File: src/rtl/ts4231_multi_configurator.sv
`default_nettype none
// +----------------------------------------------------------------------+
// | Module      : ts4231_multi_configurator                              |
// | Description : Brings up to CHANNELS TS4231 sensors into watch mode,  |
// |               one channel at a time, with write/readback verify,     |
// |               bounded retries and a light-pulse timeout.             |
// | Revision    : 1.0 - initial release                                  |
// +----------------------------------------------------------------------+
module ts4231_multi_configurator #(
  parameter int          CHANNELS      = 4,
  parameter int          CLK_DIV       = 96,
  parameter logic [15:0] CFG_WORD      = 16'h7256,
  parameter int          START_WAIT    = 5,
  parameter int          PULSE_TIMEOUT = 65535,
  parameter int          MAX_RETRIES   = 3
) (
  input  logic                clk,
  input  logic                rst_n,
  input  logic                reconfigure,
  input  logic [CHANNELS-1:0] chan_mask,
  output logic                busy,
  output logic [CHANNELS-1:0] configured,
  output logic [CHANNELS-1:0] failed,
  input  logic [CHANNELS-1:0] d_in,
  output logic [CHANNELS-1:0] d_out,
  output logic [CHANNELS-1:0] d_oe,
  input  logic [CHANNELS-1:0] e_in,
  output logic [CHANNELS-1:0] e_out,
  output logic [CHANNELS-1:0] e_oe
);

  localparam int c_DIV_W   = $clog2(CLK_DIV);
  localparam int c_CH_W    = (CHANNELS > 1) ? $clog2(CHANNELS) : 1;
  localparam int c_CNT_MAX = (PULSE_TIMEOUT > START_WAIT) ? PULSE_TIMEOUT : START_WAIT;
  localparam int c_CNT_W   = $clog2(c_CNT_MAX + 1);
  localparam int c_RTY_W   = $clog2(MAX_RETRIES + 2);

  localparam logic [3:0] c_ST_IDLE        = 4'd0;
  localparam logic [3:0] c_ST_SELECT      = 4'd1;
  localparam logic [3:0] c_ST_WAIT_PULSE  = 4'd2;
  localparam logic [3:0] c_ST_START_CFG   = 4'd3;
  localparam logic [3:0] c_ST_WR_START    = 4'd4;
  localparam logic [3:0] c_ST_WR_E_LOW    = 4'd5;
  localparam logic [3:0] c_ST_WR_BIT      = 4'd6;
  localparam logic [3:0] c_ST_WR_E_HIGH   = 4'd7;
  localparam logic [3:0] c_ST_WR_STOP     = 4'd8;
  localparam logic [3:0] c_ST_RD_START    = 4'd9;
  localparam logic [3:0] c_ST_RD_E_LOW    = 4'd10;
  localparam logic [3:0] c_ST_RD_E_HIGH   = 4'd11;
  localparam logic [3:0] c_ST_RD_STOP     = 4'd12;
  localparam logic [3:0] c_ST_WATCH_ELOW  = 4'd13;
  localparam logic [3:0] c_ST_WATCH_DLOW  = 4'd14;
  localparam logic [3:0] c_ST_WATCH_EHIGH = 4'd15;

  logic [c_DIV_W-1:0]  r_div;
  logic                w_tick;
  logic                r_reconf_d;
  logic [CHANNELS-1:0] r_d_s1, r_d_s2;
  logic                w_din, w_start;
  logic                w_unused_e_in;

  logic [3:0]          r_state, w_state_nxt;
  logic [c_CH_W-1:0]   r_chan, w_chan_nxt, w_sel_idx;
  logic                w_sel_found;
  logic [CHANNELS-1:0] r_pend, w_pend_nxt;
  logic [c_CNT_W-1:0]  r_cnt, w_cnt_nxt;
  logic [3:0]          r_bit, w_bit_nxt;
  logic [c_RTY_W-1:0]  r_retry, w_retry_nxt;
  logic [15:0]         r_shift, w_shift_nxt;
  logic                r_dprev, w_dprev_nxt;
  logic                r_busy, w_busy_nxt;
  logic [CHANNELS-1:0] r_cfg, w_cfg_nxt, r_fail, w_fail_nxt;

  logic                w_e, w_eoe, w_d, w_doe;
  logic [CHANNELS-1:0] w_e_out, w_e_oe, w_d_out, w_d_oe;
  logic [CHANNELS-1:0] r_e_out, r_e_oe, r_d_out, r_d_oe;

  assign w_tick        = (r_div == c_DIV_W'(CLK_DIV - 1));
  assign w_din         = r_d_s2[r_chan];
  assign w_start       = reconfigure & ~r_reconf_d & ~r_busy & (r_state == c_ST_IDLE);
  assign w_unused_e_in = ^e_in;

  // Free-running divider producing the one-clk protocol tick
  always_ff @(posedge clk or negedge rst_n) begin
    if (!rst_n)      r_div <= '0;
    else if (w_tick) r_div <= '0;
    else             r_div <= r_div + c_DIV_W'(1);
  end

  // Reconfigure edge history and two-flop synchronisers on the D pads
  always_ff @(posedge clk or negedge rst_n) begin
    if (!rst_n) begin
      r_reconf_d <= 1'b0;
      r_d_s1     <= '0;
      r_d_s2     <= '0;
    end else begin
      r_reconf_d <= reconfigure;
      r_d_s1     <= d_in;
      r_d_s2     <= r_d_s1;
    end
  end

  // State register together with the per-channel datapath and status
  always_ff @(posedge clk or negedge rst_n) begin
    if (!rst_n) begin
      r_state <= c_ST_IDLE;
      r_chan  <= '0;
      r_pend  <= '0;
      r_cnt   <= '0;
      r_bit   <= '0;
      r_retry <= '0;
      r_shift <= '0;
      r_dprev <= 1'b0;
      r_busy  <= 1'b0;
      r_cfg   <= '0;
      r_fail  <= '0;
    end else begin
      r_state <= w_state_nxt;
      r_chan  <= w_chan_nxt;
      r_pend  <= w_pend_nxt;
      r_cnt   <= w_cnt_nxt;
      r_bit   <= w_bit_nxt;
      r_retry <= w_retry_nxt;
      r_shift <= w_shift_nxt;
      r_dprev <= w_dprev_nxt;
      r_busy  <= w_busy_nxt;
      r_cfg   <= w_cfg_nxt;
      r_fail  <= w_fail_nxt;
    end
  end

  // Next-state logic: start is taken at clk rate, everything else on tick
  always_comb begin
    w_state_nxt = r_state;
    w_chan_nxt  = r_chan;
    w_pend_nxt  = r_pend;
    w_cnt_nxt   = r_cnt;
    w_bit_nxt   = r_bit;
    w_retry_nxt = r_retry;
    w_shift_nxt = r_shift;
    w_dprev_nxt = r_dprev;
    w_busy_nxt  = r_busy;
    w_cfg_nxt   = r_cfg;
    w_fail_nxt  = r_fail;
    w_sel_idx   = '0;
    w_sel_found = 1'b0;
    // lowest pending channel wins
    for (int i = CHANNELS - 1; i >= 0; i--) begin
      if (r_pend[i]) begin
        w_sel_idx   = c_CH_W'(i);
        w_sel_found = 1'b1;
      end
    end
    if (w_start) begin
      w_state_nxt = c_ST_SELECT;
      w_pend_nxt  = chan_mask;
      w_busy_nxt  = 1'b1;
      w_cfg_nxt   = r_cfg & ~chan_mask;
      w_fail_nxt  = r_fail & ~chan_mask;
    end else if (w_tick) begin
      case (r_state)
        c_ST_SELECT: begin
          if (w_sel_found) begin
            w_chan_nxt            = w_sel_idx;
            w_pend_nxt[w_sel_idx] = 1'b0;
            w_cnt_nxt             = '0;
            w_bit_nxt             = '0;
            w_retry_nxt           = '0;
            w_shift_nxt           = '0;
            w_dprev_nxt           = 1'b0;
            w_state_nxt           = c_ST_WAIT_PULSE;
          end else begin
            w_busy_nxt  = 1'b0;
            w_state_nxt = c_ST_IDLE;
          end
        end
        c_ST_WAIT_PULSE: begin
          w_dprev_nxt = w_din;
          if (r_dprev && !w_din) begin
            w_cnt_nxt   = '0;
            w_state_nxt = c_ST_START_CFG;
          end else if (r_cnt == c_CNT_W'(PULSE_TIMEOUT - 1)) begin
            w_fail_nxt[r_chan] = 1'b1;
            w_state_nxt        = c_ST_SELECT;
          end else begin
            w_cnt_nxt = r_cnt + c_CNT_W'(1);
          end
        end
        c_ST_START_CFG: begin
          if (r_cnt == c_CNT_W'(START_WAIT - 1)) w_state_nxt = c_ST_WR_START;
          else                                   w_cnt_nxt   = r_cnt + c_CNT_W'(1);
        end
        c_ST_WR_START: w_state_nxt = c_ST_WR_E_LOW;
        c_ST_WR_E_LOW: w_state_nxt = c_ST_WR_BIT;
        c_ST_WR_BIT:   w_state_nxt = c_ST_WR_E_HIGH;
        c_ST_WR_E_HIGH: begin
          // 4-bit counter wraps back to 0 after the last bit
          w_bit_nxt   = r_bit + 4'd1;
          w_state_nxt = (r_bit == 4'd15) ? c_ST_WR_STOP : c_ST_WR_E_LOW;
        end
        c_ST_WR_STOP:  w_state_nxt = c_ST_RD_START;
        c_ST_RD_START: w_state_nxt = c_ST_RD_E_LOW;
        c_ST_RD_E_LOW: w_state_nxt = c_ST_RD_E_HIGH;
        c_ST_RD_E_HIGH: begin
          w_shift_nxt = {r_shift[14:0], w_din};
          w_bit_nxt   = r_bit + 4'd1;
          w_state_nxt = (r_bit == 4'd15) ? c_ST_RD_STOP : c_ST_RD_E_LOW;
        end
        c_ST_RD_STOP: begin
          // verify takes no tick of its own
          if (r_shift == CFG_WORD) begin
            w_state_nxt = c_ST_WATCH_ELOW;
          end else if (r_retry < c_RTY_W'(MAX_RETRIES)) begin
            w_retry_nxt = r_retry + c_RTY_W'(1);
            w_shift_nxt = '0;
            w_bit_nxt   = '0;
            w_state_nxt = c_ST_WR_START;
          end else begin
            w_fail_nxt[r_chan] = 1'b1;
            w_state_nxt        = c_ST_SELECT;
          end
        end
        c_ST_WATCH_ELOW: w_state_nxt = c_ST_WATCH_DLOW;
        c_ST_WATCH_DLOW: w_state_nxt = c_ST_WATCH_EHIGH;
        c_ST_WATCH_EHIGH: begin
          w_cfg_nxt[r_chan] = 1'b1;
          w_state_nxt       = c_ST_SELECT;
        end
        default: w_state_nxt = c_ST_IDLE;
      endcase
    end
  end

  // Pad drive decoded from the upcoming state so pads change with the state
  always_comb begin
    w_e   = 1'b1;
    w_eoe = 1'b0;
    w_d   = 1'b0;
    w_doe = 1'b0;
    case (w_state_nxt)
      c_ST_START_CFG: begin
        w_eoe = (w_cnt_nxt == c_CNT_W'(START_WAIT - 1));
      end
      c_ST_WR_START:                begin w_eoe = 1'b1; w_doe = 1'b1; end
      c_ST_WR_E_LOW, c_ST_WR_BIT:   begin w_eoe = 1'b1; w_doe = 1'b1; w_e = 1'b0;
                                          w_d = CFG_WORD[4'd15 - w_bit_nxt]; end
      c_ST_WR_E_HIGH:               begin w_eoe = 1'b1; w_doe = 1'b1;
                                          w_d = CFG_WORD[4'd15 - w_bit_nxt]; end
      c_ST_WR_STOP, c_ST_RD_STOP:   begin w_eoe = 1'b1; w_doe = 1'b1; w_d = 1'b1; end
      c_ST_RD_START:                begin w_eoe = 1'b1; w_doe = 1'b1; end
      c_ST_RD_E_LOW:                begin w_eoe = 1'b1; w_e = 1'b0; end
      c_ST_RD_E_HIGH:               begin w_eoe = 1'b1; end
      c_ST_WATCH_ELOW:              begin w_eoe = 1'b1; w_doe = 1'b1; w_e = 1'b0; w_d = 1'b1; end
      c_ST_WATCH_DLOW:              begin w_eoe = 1'b1; w_doe = 1'b1; w_e = 1'b0; end
      c_ST_WATCH_EHIGH:             begin w_eoe = 1'b1; w_doe = 1'b1; end
      default:                      begin w_eoe = 1'b0; end
    endcase
    w_e_out             = '1;
    w_e_oe              = '0;
    w_d_out             = '0;
    w_d_oe              = '0;
    w_e_out[w_chan_nxt] = w_e;
    w_e_oe[w_chan_nxt]  = w_eoe;
    w_d_out[w_chan_nxt] = w_d;
    w_d_oe[w_chan_nxt]  = w_doe;
  end

  // Registered pad outputs
  always_ff @(posedge clk or negedge rst_n) begin
    if (!rst_n) begin
      r_e_out <= '1;
      r_e_oe  <= '0;
      r_d_out <= '0;
      r_d_oe  <= '0;
    end else begin
      r_e_out <= w_e_out;
      r_e_oe  <= w_e_oe;
      r_d_out <= w_d_out;
      r_d_oe  <= w_d_oe;
    end
  end

  assign busy       = r_busy;
  assign configured = r_cfg;
  assign failed     = r_fail;
  assign e_out      = r_e_out;
  assign e_oe       = r_e_oe;
  assign d_out      = r_d_out;
  assign d_oe       = r_d_oe;

endmodule
`default_nettype wire
File: config.mk
export PLATFORM = sky130hd
export DESIGN_NAME = ts4231_multi_configurator
export DESIGN_NICKNAME = d
export VERILOG_FILES = /design/src/rtl/ts4231_multi_configurator.sv
export SDC_FILE = /design/constraint.sdc
export NUM_CORES = 1
export LEC_CHECK = 0
export ABC_AREA = 1
export CORE_MARGIN = 2
export CORE_UTILIZATION = 39
export DETAILED_ROUTE_END_ITERATION = 7
export MAX_ROUTING_LAYER = met4
export PLACE_DENSITY_LB_ADDON = 0.15
export SETUP_SLACK_MARGIN = 0.1
export SYNTH_ARGS = -nofsm -noshare
export SYNTH_HDL_FRONTEND = slang
export SYNTH_SLANG_ARGS = --single-unit
export TNS_END_PERCENT = 5
File: constraint.sdc
create_clock -name clk -period 2 [get_ports clk]
set_input_delay 0.4 -clock clk [delete_from_list [all_inputs] [get_ports clk]]
set_output_delay 0.4 -clock clk [all_outputs]
set_load 0.01 [all_outputs]
# After elaboration in Yosys (flattened, before gate mapping)

Memories as Yosys holds them, arrays and structs flattened.
Index checks and enable logic that the tools add are counted.

$add $sub $neg: 5
Order comparisons: 8
Equality and inequality tests: 42
Mux-type cells: 78
Bitwise logic cells: 18
Reductions and logical operators: 27

Operators with widths:

| kind                    | number |
|---|---|
| $mux W16                | 9 |
| $mux W4                 | 25 |
| $pmux W16 S3            | 2 |
| $eq A4 B4 Y1 const B    | 17 |
| $pmux W4 S15            | 1 |
| $eq A16 B3 Y1 const B   | 2 |
| $eq A4 B3 Y1 const B    | 8 |
| $and A4 B4 Y4           | 6 |
| $mux W2                 | 9 |
| $reduce_and A6 Y1       | 3 |
| $add A16 B1 Y16 const B | 1 |
| $eq A16 B15 Y1 const B  | 1 |
| $eq A16 B16 Y1 const B  | 1 |
| $mux W1                 | 16 |
| $mux W3                 | 5 |
| $eq A4 B2 Y1 const B    | 3 |
| $ne A3 B3 Y1 const B    | 4 |
| $not A4 Y4              | 3 |
| $or A4 B4 Y4            | 3 |
| $pmux W4 S3             | 1 |
| $reduce_bool A2 Y1      | 6 |
| $reduce_or A12 Y1       | 1 |
| $reduce_or A10 Y1       | 1 |
| $lt A2 B3 Y1 const B    | 3 |
| other kinds (28)        | 47 |

Register bits after elaboration: 91
Bits in read-only memories: 16
Input bits: 15
Output and inout bits: 25
Word-level logic and storage cells: 198
Memories kept: 1

Memory list:

| memory           | words | width | rd ports | clocked after memory_dff | wr ports | line | RTL |
|---|---|---|---|---|---|---|---|
| (name not given) | 16    | 1     | 1        | 0                        | 0        | 248  | `w_d = CFG_WORD[4'd15 - w_bit_nxt]; end` |

# Logic depth before layout (Yosys ltp)

Gate-level depths: netlist of the first run.

Word-level depth: 14
Depth in mapped cells: 17
Depth with buffers taken out: 17

# Worst setup path after synthesis of the first run

OpenSTA, ideal clock, no wires.

Path type: reg-to-reg
Start point: register r_div[0]
End point: register r_shift[13]
Setup time: 0.125 ns
Arrival: 1.849 ns
Required time: 1.875 ns
Setup slack: 0.026 ns
Stages on the path, launching flop included: 12
Buffers on the path: 1
Period minus slack after synthesis: 1.974 ns
Cell sequence: dfrtp_1 -> ha_1 -> nand3_4 -> nor2_8 -> inv_2 -> nor2_1 -> inv_2 -> nor3_4 -> inv_1 -> buf_2 -> nand2_1 -> o31ai_1

Word-level cells in the longest chain between the ends: 2

RTL lines:

| item                               | line | RTL |
|---|---|---|
| start: declaration                 | 55   | `logic [c_DIV_W-1:0] r_div;` |
| start signal: assignment           | 87   | `else r_div <= r_div + c_DIV_W'(1);` |
| $eq A7 B7 Y1                       | 78   | `assign w_tick = (r_div == c_DIV_W'(CLK_DIV - 1));` |
| $reduce_and A6 Y1 (no source line) | -    |  |
| end signal: assignment             | 124  | `r_shift <= w_shift_nxt;` |
| end: declaration                   | 69   | `logic [15:0] r_shift, w_shift_nxt;` |

No other way between the ends.
A chain may end at the register's enable or synchronous reset.

# Worst setup path in the final report of the first run

Start point: register r_cnt[1]
End point: register r_e_oe[2], in the netlist e_oe[2]

Elaborated cells on any way between the ends: 33
Classes of those cells: 1 x add/sub; 16 x eq/ne; 14 x mux; 1 x bitwise; 1 x reduce/logical

RTL lines:

| item                                              | line          | RTL |
|---|---|---|
| start: declaration                                | 66            | `logic [c_CNT_W-1:0] r_cnt, w_cnt_nxt;` |
| start signal: assignment                          | 121           | `r_cnt <= w_cnt_nxt;` |
| $add A16 B1 Y16 or $eq A16 B16 Y1 (tied branches) | 186, 191, 182 |  |
| $mux W16                                          | 182           | `end else if (r_cnt == c_CNT_W'(PULSE_TIMEOUT - 1)) begin` |
| $mux W16                                          | 179           | `if (r_dprev && !w_din) begin` |
| $pmux W16 S3 *                                    | 161           | `case (r_state)` |
| $mux W16 *                                        | 160           | `end else if (w_tick) begin` |
| $mux W16 *                                        | 154           | `if (w_start) begin` |
| net w_cnt_nxt[2]                                  | 66            |  |
| $eq A16 B3 Y1 *                                   | 242           | `w_eoe = (w_cnt_nxt == c_CNT_W'(START_WAIT - 1));` |
| $pmux W1 S2 *                                     | 240           | `case (w_state_nxt)` |
| $and A4 B4 Y4 (no source line) *                  | -             |  |
| net w_e_oe[2]                                     | 75            | `logic [CHANNELS-1:0] w_e_out, w_e_oe, w_d_out, w_d_oe;` |
| end signal: assignment                            | 277           | `r_e_oe <= w_e_oe;` |
| end: declaration                                  | 76            | `logic [CHANNELS-1:0] r_e_out, r_e_oe, r_d_out, r_d_oe;` |

Mark *: on every way through the listed nets, which the timed path passes. The rest lies on a longest branch.

==> impl_metrics.py, run 1 <==
metrics = {
    "timing": {
        "relSlewSlack_pct": 62.78,
        "maxSlewViolCount": 0,
        "setup_viol": 26,
        "finClkSkew_ns": 0.01262,
        "rsz0062_at_grt": "yes",
        "hold_viol": 0,
        "period_share_pct": 112.9,
        "setup_slack_ns": -0.2577,
        "tightest_slew_ns": 0.5558,
        "final.min_clock_period_ns": 2.258,
        "fmaxAchievable_mhz": 442.9,
    },
    "cells_and_area": {
        "fill_cells": 1155,
        "nNetsFinal": 892,
        "area_delta_synth_final_pct": 50.06,
        "antennaDiodeCount": 0,
        "layoutNonFillerInstCount": 1048,
        "drive_gt1_share_pct": 37.21,
    },
    "placed_design": {
        "gp_congestion": 0.9393,
        "port_buffers": 35,
        "placedCellCount": 1012,
        "hpwl_microns": 11550,
    },
    "clock_tree": {
        "numCtsBuffers": 9,
        "clk_pin_slew_ns": 0.08,
        "cts_max_level": 3,
        "cts_root_buf": "clkbuf_16",
        "cts_buffer_depth": 2,
        "clkSinkCount": 91,
        "cts_tree": "done",
        "insertion_delay_ns": 0.36,
    },
    "synthesis": {
        "yosys.area.top_type": "dfrtp_1",
        "synthArstFlopShare_pct": 100.0,
        "synthMostInstantiatedCell": "nand2_1",
        "postSynthAreaPerCell_sq_um": 7.629,
        "netlist_instances": 670,
        "synth_edf_count": 0,
        "ys_ff_latch": 91,
        "yosys.area_share.simple_pct": 36.03,
        "synth_compound_area_share_pct": 8.592,
        "synth_nets": 691,
        "synth_top_family_by_area": "simple AND/OR/NAND/NOR gates",
        "synthDistinctLibCells": 46,
        "synth_fa_ha_area_share_pct": 1.469,
        "synth_top_area_share_pct": 42.59,
        "yosysSeqAreaShare_pct": 44.65,
        "synthMuxAreaShare_pct": 0,
        "syn-cell-area_sq_um": 5111,
        "synthXorXnorAreaFrac_pct": 0.6854,
        "synth_warnings": 0,
        "synthFlopType": "dfrtp_1",
        "yosys-top-cells-count": "nand2_1, inv_1, dfrtp_1, nand3_1, nor2_1",
        "synth_area_leaders": "dfrtp_1, nand2_1, nand3_1",
    },
    "worst_setup_path": {
        "worst-path-max-fanout": 4,
        "cp-startpoint": "r_cnt[1]",
        "end_kind": "flip-flop",
        "regToRegEndpoint": "e_oe[2]",
        "required_ns": 2.28,
        "r2r-start": "r_cnt[1]",
        "path_class": "reg2reg",
        "rr_worst_depth": 17,
        "crit_path_end": "e_oe[2]",
        "arrival_ns": 2.53,
        "crit_path_start_kind": "flip-flop",
        "ff2ff_setup_slack_ns": -0.26,
    },
    "global_route": {
        "grt_max_degree": 38,
        "antenna_found_initial": 0,
        "grt.overflow.total": 0,
        "grt_pass1_vias": 5200,
        "grt_usage_pct": 23.11,
        "grt_pass1_wl_microns": 25050,
    },
    "route": {
        "wl_per_cell_microns": 14.48,
        "ant_nets": 0,
        "initialDrtViolationCount": 285,
        "via_per_inst": 4.923,
        "finalWirelength_microns": 15180,
        "drcViolationCount": 0,
        "via_count": 5159,
        "first_pass_iters": 5,
    },
    "run": {
        "maxCapViolations": 0,
    },
    "die": {
        "num_rows": 41,
        "die_h_microns": 118.5,
        "start_util_pct": 40.18,
        "fp.dieW_microns": 118.5,
        "coreArea_sq_um": 12720,
        "io_pins": 40,
        "dieArea_sq_um": 14040,
    },
    "pwr": {
        "power_density_nw_per_um2": 473.7,
        "power.leakage_nw": 3.769,
        "p_total_mw": 3.633,
        "ir_drop_uv": 471.5,
    },
    "hold_path": {
        "hold_class": "reg2reg",
    },
    "outcome": {
        "status": "finished, violations left",
        "failed_checks": "setup timing",
    },
}
==> per-layer routing <==
metal  global-route usage [%]  vias up  share of wire [%]
met2                    37.50      116                 48
met4                    7.589        0                1.8
met5                        -        -                  0
li1                         -     2563                  -
met3                    2.799       23                4.5
met1                    30.23     2457                 46
==> what timing repair did <==
item,in CTS,in global routing
endpoints found under the hold margin,16,0
endpoints found under the setup margin,45,59
resized for setup,75,57
hold buffers,1,0
gates cloned,1,0
setup buffers,15,3
pin swaps,28,39
==> area by class of cell <==
class	count	area (sq um)	share of cell area, %
Sequential cell	91	2286	29.80
Tap cell	172	215.2	2.806
Multi-Input combinational cell	471	2828	36.87
Clock inverter	7	78.83	1.028
Clock buffer	9	225.2	2.936
Timing Repair Buffer	197	1638	21.35
Inverter	101	399.1	5.204
==> flip-flops by register name, summed over array words and instances (netlist names) <==
name        cells
r_shift        16
e_out           4
r_dprev         1
configured      4
d_out           4
failed          4
r_bit           4
r_retry         3
r_cnt          16
r_pend          4
busy            1
r_d_s2          4
r_reconf_d      1
e_oe            4
r_state         4
d_oe            4
r_chan          2
r_d_s1          4
r_div           7
==> logic make-up (layout without fill, tap and decap cells) <==
group / after synthesis / count (layout)
compound gates: 73 / 73
xor+xnor: 4 / 4
fa+ha+maj: 6 / 6
buf+inv: 109 / 314
flops: 91 / 91
simple gates: 387 / 388
==> placed cells by master (no fill, tap or decap), types with 6 or more instances in the layout <==
master | netlist | routed
a21oi_1 | 19 | 8
a21oi_2 | 2 | 13
buf_4 | 1 | 150
buf_6 | 2 | 9
clkbuf_16 | 0 | 9
clkdlybuf4s50_1 | 0 | 34
dfrtp_1 | 87 | 84
inv_1 | 88 | 77
inv_2 | 10 | 19
nand2_1 | 185 | 165
nand2_2 | 7 | 21
nand2_4 | 2 | 6
nand3_1 | 71 | 59
nand3_2 | 4 | 14
nand4_1 | 17 | 17
nor2_1 | 67 | 49
nor2_2 | 4 | 15
nor2_4 | 8 | 15
o21ai_0 | 27 | 20
o21ai_1 | 2 | 9
o31ai_1 | 8 | 6
==> where the power goes <==
group	switching [mW]	internal, mW	total (mW)	leakage (nW)
Clock	0.823	0.889	1.71	0.148
Combinational	0.0433	0.0277	0.0711	2.43
Sequential	0.00226	1.85	1.85	1.19
==> worst max-delay path: stages, from the launching register on <==
cell and delay, ns:
dfrtp_2 0.46, inv_2 0.10, ha_4 0.15, buf_4 0.10
nand3_1 0.08, nor2_1 0.21, nand2_1 0.10, nand2_1 0.07
nand2_1 0.05, nand2_1 0.06, nand2_1 0.04, nand2_1 0.13
nand3_2 0.09, nor2_1 0.10, nand2_1 0.07, nor2_2 0.11
nand2_2 0.11, a21oi_2 0.14
==> how the worst min path moves through the flow <==
stage                          from        end  slack, ns  depth (start not counted)
final                     r_d_s1[3]  r_d_s2[3]       0.34                          0
after global placement        rst_n   r_div[5]       0.31                          1
after CTS                 r_d_s1[3]  r_d_s2[3]       0.35                          0
after floorplan               rst_n       busy       0.10                          0
after global routing      r_d_s1[3]  r_d_s2[3]       0.35                          0
after detailed placement      rst_n  r_cnt[14]       0.31                          1
==> through the flow <==
step | TNS [ns] | hold slack, ns | area (sq um) | setup WS, ns | util [%]
after floorplan | 0 | 0.1044 | 5119 | 0.1054 | -
after global placement | -6.493 | 0.3127 | 6726 | -0.4089 | 52.87
after detailed placement | -8.458 | 0.3149 | 6726 | -0.4775 | 52.87
after CTS | -2.523 | 0.3496 | 7463 | -0.1929 | 58.66
after global routing | -6.515 | 0.3467 | 7670 | -0.3801 | 60.29
final | -2.595 | 0.3400 | 7670 | -0.2577 | 60.29
(Power assumes the default switching activity.)
==> run 2, diff against run 1 <==
Settings changed: CELL_PAD_IN_SITES_DETAIL_PLACEMENT from default to 1, CELL_PAD_IN_SITES_GLOBAL_PLACEMENT from default to 1, CORE_ASPECT_RATIO from default to 1.25.
==> run 2 against run 1 <==
The flow finishes with violations (hold timing, setup timing). Critical path depth is 1 lower. Cell count shrank 2.5%. Cell area down 2.7%. First-iteration DRC count shrank 6.3%. Sequential power about the same. Worst hold slack lost 0.35 ns. Global-route usage increased by 5.7 points. Setup slack worse by 0.17 ns. Register-to-register slack lost 0.17 ns. Wire length is 30% higher. Sequential share of layout area is 0.86 points higher.
==> impl_metrics.py, run 2 (synthesis gave the netlist of run 1 again) <==
metrics = {
    "outcome": {
        "status": "finished, violations left",
        "failed_checks": "hold timing, setup timing",
    },
    "timing": {
        "tns_ns": -7.423,
        "hold_ws_ns": -0.01265,
        "setup_viol": 36,
        "period_share_pct": 121.2,
        "hold_viol": 8,
        "fmaxAchievable_mhz": 412.5,
        "finClkSkew_ns": 0.007511,
        "setup_slack_ns": -0.4241,
        "rsz0062_at_grt": "yes",
        "maxSlewViolCount": 0,
        "tightest_slew_ns": 0.4915,
        "final.min_clock_period_ns": 2.424,
        "relSlewSlack_pct": 67.23,
    },
    "pwr": {
        "power_density_nw_per_um2": 534.6,
        "p_total_mw": 3.988,
        "power.leakage_nw": 3.696,
        "ir_drop_uv": 503.7,
    },
    "global_route": {
        "grt_usage_pct": 28.77,
        "grt.overflow.total": 0,
        "grt_pass1_wl_microns": 30470,
        "grt_max_degree": 36,
        "grt_pass1_vias": 5954,
        "antenna_found_initial": 0,
    },
    "worst_setup_path": {
        "arrival_ns": 2.70,
        "crit_chain": "inv_2 > ha_4 > nand3_2 > nor2_2 > nand4_1 > nand3_2 > nand2_4 > nand2_4 > nand2_4 > nor2_4 > nand2_2 > nor2_4 > nand2_2 > nor2_4 > nand2_4 > a21oi_2",
        "end_kind": "flip-flop",
        "path_class": "reg2reg",
        "critPathSlowestCell": "dfrtp_1",
        "crit_path_start_kind": "flip-flop",
        "crit_buf_inv": 1,
        "required_ns": 2.27,
        "crit_top_cell": "nand2_4",
        "worst-path-max-fanout": 5,
        "critical-path-top-delay-family": "simple AND/OR/NAND/NOR gates",
        "slowest_delay_ns": 0.40,
    },
    "route": {
        "finalWirelength_microns": 19810,
        "wl_per_cell_microns": 19.38,
        "via_count": 5328,
        "initialDrtViolationCount": 267,
        "first_pass_iters": 4,
        "via_per_inst": 5.213,
        "ant_nets": 0,
        "drcViolationCount": 0,
    },
    "cells_and_area": {
        "area_delta_synth_final_pct": 45.95,
        "drive_gt1_share_pct": 33.49,
        "regArea_sq_um": 2287,
        "multiInputGateArea_sq_um": 2754,
        "antennaDiodeCount": 0,
        "final_cell_area_sq_um": 7460,
        "final_util_pct": 58.65,
        "fill_cells": 1538,
        "reg.largest.list": "r_cnt (16), r_shift (16), r_div (7)",
        "final_cell_mix": "nand2_1, buf_4, dfrtp_1",
        "final_common_cell": "nand2_1",
        "nNetsFinal": 870,
    },
    "placed_design": {
        "pre_cts_slack_ns": -0.5283,
        "gp_congestion": 0.9080,
        "port_buffers": 35,
        "dpl_cell_area_sq_um": 6686,
        "hpwl_microns": 13700,
    },
    "clock_tree": {
        "numCtsBuffers": 9,
        "clk_pin_slew_ns": 0.07,
        "holdBufCountCts": 0,
        "cts_max_level": 3,
        "cts_root_buf": "clkbuf_16",
        "cts_tree": "done",
        "insertion_delay_ns": 0.35,
        "cts_buffer_depth": 2,
        "clkSinkCount": 91,
    },
    "run": {
        "maxCapViolations": 0,
    },
    "die": {
        "fp.dieW_microns": 106.4,
        "dieArea_sq_um": 14040,
        "num_rows": 46,
        "io_pins": 40,
        "start_util_pct": 40.18,
        "coreArea_sq_um": 12720,
        "die_h_microns": 132.0,
    },
    "hold_path": {
        "hold_class": "in2async",
    },
}
==> run 2: metal layers <==
layer | track usage [%] | wire length [microns]
met1 | 31.14 | 7627
met2 | 50.57 | 10530
met3 | 3.806 | 545
met4 | 15.42 | 1100
met5 | - | 0
==> run 2: cell type report <==
type	instances	share of cell area, %
Sequential cell	91	30.66
Clock buffer	10	3.204
Inverter	101	5.183
Clock inverter	6	1.593
Tap cell	168	2.818
Timing Repair Buffer	175	19.62
Multi-Input combinational cell	471	36.92
==> run 2: metrics by stage <==
step / instances / hold slack [ns]
floorplan: 670 / 0.1044
global placement: 1000 / 0.3336
detailed placement: 1000 / 0.3363
CTS: 1020 / 0.009132
global route: 1022 / 0.001421
finish: 1022 / -0.01265
==> run 2: worst paths after layout <==
check | start | end | slack, ns | cells past startpoint
max in group asynchronous | rst_n | e_out[3] | 1.39 | 2
min in group clk | r_d_s1[0] | r_d_s2[0] | 0.35 | 0
min | rst_n | r_cnt[6] | -0.01 | 1
max | r_cnt[0] | e_oe[0] | -0.42 | 16
max reg2reg | r_cnt[0] | e_oe[0] | -0.42 | 16
min reg2reg | r_d_s1[0] | r_d_s2[0] | 0.35 | 0
==> run 2: repair_timing <==
item	CTS	global route
setup buffers	3	2
setup endpoints to repair	58	56
pin swaps	13	22
resized for setup	44	56
cloned	1	0
==> run 2: report_power, final <==
part	switching, mW	leakage, nW	internal (mW)	total, mW
Sequential	0.00228	1.19	1.85	1.85
Combinational	0.0449	2.33	0.0267	0.0715
Clock	0.793	0.175	1.27	2.07
